==> config.mk <==
export PLATFORM = sky130hd
export DESIGN_NAME = imm_encoder
export DESIGN_NICKNAME = d
export VERILOG_FILES = /design/src/rtl/imm_encoder_pkg.sv /design/src/rtl/imm_encoder_pack.sv /design/src/rtl/imm_encoder.sv
export SDC_FILE = /design/constraint.sdc
export NUM_CORES = 1
export LEC_CHECK = 0
export CAP_MARGIN = 20
export CORE_MARGIN = 2
export CORE_UTILIZATION = 42
export CTS_BUF_LIST = sky130_fd_sc_hd__clkbuf_8
export DETAILED_ROUTE_END_ITERATION = 8
export GPL_TIMING_DRIVEN = 1
export PLACE_DENSITY = 0.79
export SYNTH_ARGS = -nofsm -noshare
export SYNTH_HDL_FRONTEND = slang
export SYNTH_HIERARCHICAL = 1
export SYNTH_SLANG_ARGS = --single-unit
==> constraint.sdc <==
create_clock -name clk -period 2.8 [get_ports clk]
set_input_delay 0.42 -clock clk [delete_from_list [all_inputs] [get_ports clk]]
set_output_delay 0.42 -clock clk [all_outputs]
set_load 0.02 [all_outputs]
==> src/rtl/imm_encoder_pkg.sv <==
// Shared definitions for the immediate encoder: instruction formats, opcodes,
// FSM states and a range-check helper used by the packer.
package imm_encoder_pkg;

    localparam logic [2:0] FMT_R = 3'd0;
    localparam logic [2:0] FMT_I = 3'd1;
    localparam logic [2:0] FMT_S = 3'd2;
    localparam logic [2:0] FMT_B = 3'd3;
    localparam logic [2:0] FMT_U = 3'd4;
    localparam logic [2:0] FMT_J = 3'd5;

    localparam logic [31:0] NOP_INSTR = 32'h0000_0013;

    localparam logic [6:0] OP_IMM = 7'b0010011;
    localparam logic [6:0] OP_REG = 7'b0110011;
    localparam logic [6:0] LOAD   = 7'b0000011;
    localparam logic [6:0] STORE  = 7'b0100011;
    localparam logic [6:0] BRANCH = 7'b1100011;
    localparam logic [6:0] LUI    = 7'b0110111;
    localparam logic [6:0] AUIPC  = 7'b0010111;
    localparam logic [6:0] JAL    = 7'b1101111;
    localparam logic [6:0] JALR   = 7'b1100111;

    typedef enum logic [1:0] {
        IDLE  = 2'd0,
        RUN   = 2'd1,
        DRAIN = 2'd2,
        DONE  = 2'd3
    } state_e;

    // True when every bit selected by mask carries the same value, i.e. the
    // immediate is a proper sign extension above the field's top bit.
    function automatic logic sign_run_ok(input logic [31:0] imm, input logic [31:0] mask);
        return ((imm & mask) == mask) || ((imm & mask) == 32'h0);
    endfunction

endpackage

==> src/rtl/imm_encoder_pack.sv <==
// Combinational packer: places register fields and an immediate into an RV32I
// word, substituting a NOP and flagging an error for unencodable requests.
module imm_pack
    import imm_encoder_pkg::*;
(
    input  logic [2:0]  fmt,
    input  logic [6:0]  opcode,
    input  logic [4:0]  rd,
    input  logic [4:0]  rs1,
    input  logic [4:0]  rs2,
    input  logic [2:0]  funct3,
    input  logic [6:0]  funct7,
    input  logic [31:0] imm,
    output logic [31:0] instr,
    output logic        err
);

    always_comb begin
        instr = NOP_INSTR;
        err   = 1'b0;
        case (fmt)
            FMT_R: instr = {funct7, rs2, rs1, funct3, rd, opcode};
            FMT_I: begin
                instr = {imm[11:0], rs1, funct3, rd, opcode};
                err   = !sign_run_ok(imm, 32'hFFFF_F800);
            end
            FMT_S: begin
                instr = {imm[11:5], rs2, rs1, funct3, imm[4:0], opcode};
                err   = !sign_run_ok(imm, 32'hFFFF_F800);
            end
            FMT_B: begin
                instr = {imm[12], imm[10:5], rs2, rs1, funct3, imm[4:1], imm[11], opcode};
                err   = !sign_run_ok(imm, 32'hFFFF_F000) || imm[0];
            end
            FMT_U: begin
                instr = {imm[31:12], rd, opcode};
                err   = (imm[11:0] != 12'h000);
            end
            FMT_J: begin
                instr = {imm[20], imm[10:1], imm[11], imm[19:12], rd, opcode};
                err   = !sign_run_ok(imm, 32'hFFF0_0000) || imm[0];
            end
            default: err = 1'b1;
        endcase
        // A rejected request must never leak a partially built word.
        if (err) begin
            instr = NOP_INSTR;
        end
    end

endmodule

==> src/rtl/imm_encoder.sv <==
// Streams encoded instruction words with sequential addresses to the
// instruction-memory loader, one run at a time, counting encode errors.
module imm_encoder
    import imm_encoder_pkg::*;
#(
    parameter int ADDR_W = 10,
    parameter int CNT_W  = 10
) (
    input  logic              clk,
    input  logic              rst,
    input  logic              start,
    input  logic [ADDR_W-1:0] base_addr,
    input  logic [CNT_W-1:0]  run_len,
    input  logic              in_valid,
    output logic              in_ready,
    input  logic [2:0]        in_fmt,
    input  logic [6:0]        in_opcode,
    input  logic [4:0]        in_rd,
    input  logic [4:0]        in_rs1,
    input  logic [4:0]        in_rs2,
    input  logic [2:0]        in_funct3,
    input  logic [6:0]        in_funct7,
    input  logic [31:0]       in_imm,
    output logic              out_valid,
    input  logic              out_ready,
    output logic [31:0]       out_instr,
    output logic [ADDR_W-1:0] out_addr,
    output logic              out_err,
    output logic              done,
    output logic [CNT_W-1:0]  err_cnt
);

    state_e             state;
    state_e             state_next;
    logic [ADDR_W-1:0]  ptr;
    logic [CNT_W-1:0]   remaining;
    logic [31:0]        pack_instr;
    logic               pack_err;
    logic               accept;

    imm_pack u_pack (
        .fmt    (in_fmt),
        .opcode (in_opcode),
        .rd     (in_rd),
        .rs1    (in_rs1),
        .rs2    (in_rs2),
        .funct3 (in_funct3),
        .funct7 (in_funct7),
        .imm    (in_imm),
        .instr  (pack_instr),
        .err    (pack_err)
    );

    // The single output register may be refilled in the cycle it is drained.
    assign in_ready = (state == RUN) && (!out_valid || out_ready);
    assign accept   = in_valid && in_ready;
    assign done     = (state == DONE);

    always_comb begin
        state_next = state;
        case (state)
            IDLE: begin
                if (start) begin
                    state_next = (run_len == '0) ? DONE : RUN;
                end
            end
            RUN: begin
                if (accept && remaining == CNT_W'(1)) begin
                    state_next = DRAIN;
                end
            end
            DRAIN: begin
                if (!out_valid || out_ready) begin
                    state_next = DONE;
                end
            end
            DONE:    state_next = IDLE;
            default: state_next = IDLE;
        endcase
    end

    always_ff @(posedge clk) begin
        if (rst) begin
            state     <= IDLE;
            ptr       <= '0;
            remaining <= '0;
            out_valid <= 1'b0;
            out_instr <= 32'h0;
            out_addr  <= '0;
            out_err   <= 1'b0;
            err_cnt   <= '0;
        end else begin
            state <= state_next;
            if (state == IDLE && start) begin
                ptr       <= base_addr;
                remaining <= run_len;
            end
            if (accept) begin
                out_valid <= 1'b1;
                out_instr <= pack_instr;
                out_addr  <= ptr;
                out_err   <= pack_err;
                ptr       <= ptr + ADDR_W'(1);
                remaining <= remaining - CNT_W'(1);
                if (pack_err && err_cnt != '1) begin
                    err_cnt <= err_cnt + CNT_W'(1);
                end
            end else if (out_ready) begin
                out_valid <= 1'b0;
            end
        end
    end

endmodule
==> results.json <==
{
  "async_flop_share_pct": 0,
  "syn_inst": 543,
  "portBuffers": 147,
  "nNetsFinal": 813,
  "synth_cell_type_count": 51,
  "setup_slack_ns": 0.08118,
  "drtAntennaViolNets": 0,
  "crit_path_max_fanout": 11,
  "grt_max_degree": 45,
  "synth_top_area_cell": "dfxtp_1",
  "die_w_um": 103.7,
  "hold_viol": 0,
  "ys_seq_area_share_pct": 36.46,
  "hold_depth": 2,
  "synth-edff-count": 0,
  "final_cell_area_um2": 6290,
  "clock_latency_ns": 0.35,
  "die_y_um": 103.7,
  "grt_pass1_wl_um": 22520,
  "cts_buffers": 9,
  "path_clk_slew_ns": 0.07,
  "grt_usage_pct": 25.06,
  "wl_met3_um": 652,
  "finalSetupViolCount": 0,
  "grt_overflow": 0,
  "final_core_util_pct": 64.65,
  "max_freq_mhz": 367.8,
  "initial_core_util_pct": 42.89,
  "synth-seq-cells": 76,
  "r2r_cells": 7,
  "yosys-top-cells-area": "dfxtp_1 (36%), nand2_1 (9.4%), a21oi_1 (6.6%), a22oi_1 (5.9%), nor4_1 (5.4%)",
  "finClkSkew_ns": 0.01043,
  "area_growth_pct": 50.73,
  "antenna_found_initial": 0,
  "hold_end": "out_addr[2]",
  "hold_path.startpoint": "out_addr[2]",
  "netlist.area_leader.share_pct": 36.46,
  "viasPerCell": 5.663,
  "hold_path_class": "reg2reg",
  "diodes": 0,
  "ctsRootBufferMaster": "clkbuf_8",
  "ctsLongestPathBuffers": 2,
  "drt_iter0_drc": 316,
  "route.met2.wl_um": 6735,
  "drive_gt1_share_pct": 12.15,
  "vias": 4808,
  "post-cts-setup-buffers": 0,
  "h-tree-depth": 3,
  "drcViolationCount": 0,
  "grt_pass1_vias": 4628,
  "tightest_slew_ns": 0.8990,
  "peakVddDrop_mv": 0.2791,
  "slew_headroom_pct": 39.60,
  "routed_wl_um": 13770,
  "rr_endpoint": "remaining[3]",
  "worstPathArrival_ns": 2.93,
  "gp_congestion": 0.9202,
  "r2r-start": "state[1]",
  "finalCriticalPeriod_ns": 2.719,
  "placed_area_um2": 6086,
  "syn_avg_cell_area_um2": 7.685,
  "maxCapViolations": 0,
  "synthesis.area_um2": 4173,
  "dp_slack_ns": -0.2926,
  "die_area_um2": 10750,
  "ios": 148,
  "synth_warnings": 6,
  "fin_hold_ws_ns": 0.4557,
  "synth-main-ff-cell": "dfxtp_1",
  "rows": 36,
  "leakage_uw": 0.002137,
  "m1WireLength_um": 5881,
  "routed.top_layer": "met4",
  "hpwl_um": 10200,
  "min_period_over_period_pct": 97.10,
  "syn_nets": 644,
  "status": "finished clean",
  "routedWlPerCell_um": 16.22,
  "numClockSinks": 76,
  "core_um2": 9729,
  "firstDrtPassIters": 5,
  "criticalPathCategory": "in2reg",
  "cts_tree": "built",
  "required_ns": 3.01,
  "worstSetupEndpointType": "flip-flop",
  "slew_violations": 0,
  "startpoint_type": "input port",
  "power_density_nw_per_um2": 567.5,
  "r2r_slack_ns": 0.48,
  "power_uw": 3570
}
state kept, by name (all words and copies together) (netlist names):
name,cells
out_addr,10
out_valid,1
out_instr,32
state,2
err_cnt,10
remaining,10
ptr,10
out_err,1
logic make-up (layout without fill, tap and decap cells):
kind of cell	Yosys count	in the layout	share of synthesized area, %
and+or+nand+nor	248	248	29.63
AOI/OAI and AO/OA	145	145	23.09
DFF	76	76	36.46
buffers and inverters	50	223	4.767
xor gates and xnor gates	10	10	2.099
adders and majority gates	9	9	2.699
muxes	5	5	1.259
per-stage QoR:
| stage | std cells | setup TNS [ns] |
|---|---|---|
| floorplan | 543 | 0 |
| global placement | 834 | -2.379 |
| CTS | 849 | 0 |
| detailed placement | 834 | -3.142 |
| global route | 849 | -0.02230 |
| finish | 849 | 0 |
per-layer routing:
metal	track usage [%]	up-vias
li1	-	2357
met1	31.85	2234
met2	42.24	179
met3	3.902	38
met4	10.71	0
met5	0	-
placed cells by master, fill, tap and decap left out, types with 3 or more instances in the layout:
| master | netlist | final |
|---|---|---|
| clkbuf_8 | 0 | 9 |
| a22oi_1 | 33 | 33 |
| nor4b_2 | 3 | 3 |
| or3_1 | 3 | 3 |
| inv_1 | 9 | 9 |
| nor2_1 | 29 | 29 |
| nor3_1 | 17 | 16 |
| o21ai_0 | 13 | 13 |
| a31oi_1 | 3 | 3 |
| nor4b_1 | 6 | 6 |
| buf_4 | 0 | 50 |
| nand2_1 | 105 | 104 |
| o22a_1 | 6 | 6 |
| xnor2_1 | 10 | 10 |
| nor4_1 | 36 | 36 |
| a311oi_1 | 5 | 5 |
| or4_1 | 7 | 5 |
| clkdlybuf4s50_1 | 0 | 146 |
| ha_1 | 9 | 9 |
| nor2b_1 | 3 | 3 |
| mux2i_1 | 3 | 3 |
| nand3_1 | 16 | 15 |
| a221oi_1 | 4 | 3 |
| nand4_1 | 8 | 8 |
| and3_1 | 4 | 4 |
| or4_4 | 1 | 3 |
| dfxtp_1 | 76 | 76 |
| a22o_1 | 4 | 4 |
| a211oi_1 | 10 | 10 |
| a21oi_1 | 55 | 55 |
where the power goes:
group          total (uW)  switching (uW)  internal [uW]
clock network         821             415            407
logic                1410             775            630
registers            1340             125           1220
total                3570            1310           2260
final cells by class:
cell class	instances	area, um2
clock inverters	6	63.81
well taps	133	166.4
flip-flops and latches	76	1521
multi-input cells	417	2499
clock buffers	9	123.9
inverters	9	33.78
fillers	876	3440
repair buffers	199	1882
critical path, cell delays in order:
cell	delay, ns
clkdlybuf4s50_1	0.43
or4_4	0.57
o21ai_2	0.17
a22oi_1	0.09
o221a_4	0.29
or3_1	0.40
nand3_2	0.10
buf_12	0.13
nor3_1	0.06
xnor2_1	0.20
nor2_1	0.05
worst max-delay path by stage:
stage                           from          to  slack (ns)  depth (start not counted)
final                     in_imm[12]  err_cnt[7]        0.08                         11
after global routing      in_imm[12]  err_cnt[7]       -0.02                         11
after CTS                 in_imm[16]  err_cnt[3]        0.07                         11
after detailed placement  in_imm[16]  err_cnt[3]       -0.29                         11
after global placement    in_imm[12]  err_cnt[3]       -0.22                         11
after floorplan           in_imm[16]  err_cnt[0]        0.08                         11
repair_timing:
action,CTS,global route
resized for setup,0,4
setup endpoints to repair,0,6
hold buffers,0,0
cells in the mapped netlist, types with 3 or more instances:
master	number
or3_1	3
buf_2	3
nor3_1	17
nand2_1	105
or4_1	7
dfxtp_1	76
nand3_1	16
inv_1	9
nor4b_2	3
ha_1	9
a21oi_1	55
a22o_1	4
xnor2_1	10
a311oi_1	5
o21ai_0	13
clkbuf_1	34
nor2b_1	3
mux2i_1	3
buf_1	3
a211oi_1	10
nor4b_1	6
nor2_1	29
a221oi_1	4
a31oi_1	3
nor4_1	36
o22a_1	6
a22oi_1	33
nand4_1	8
and3_1	4
(Power assumes the default switching activity.)
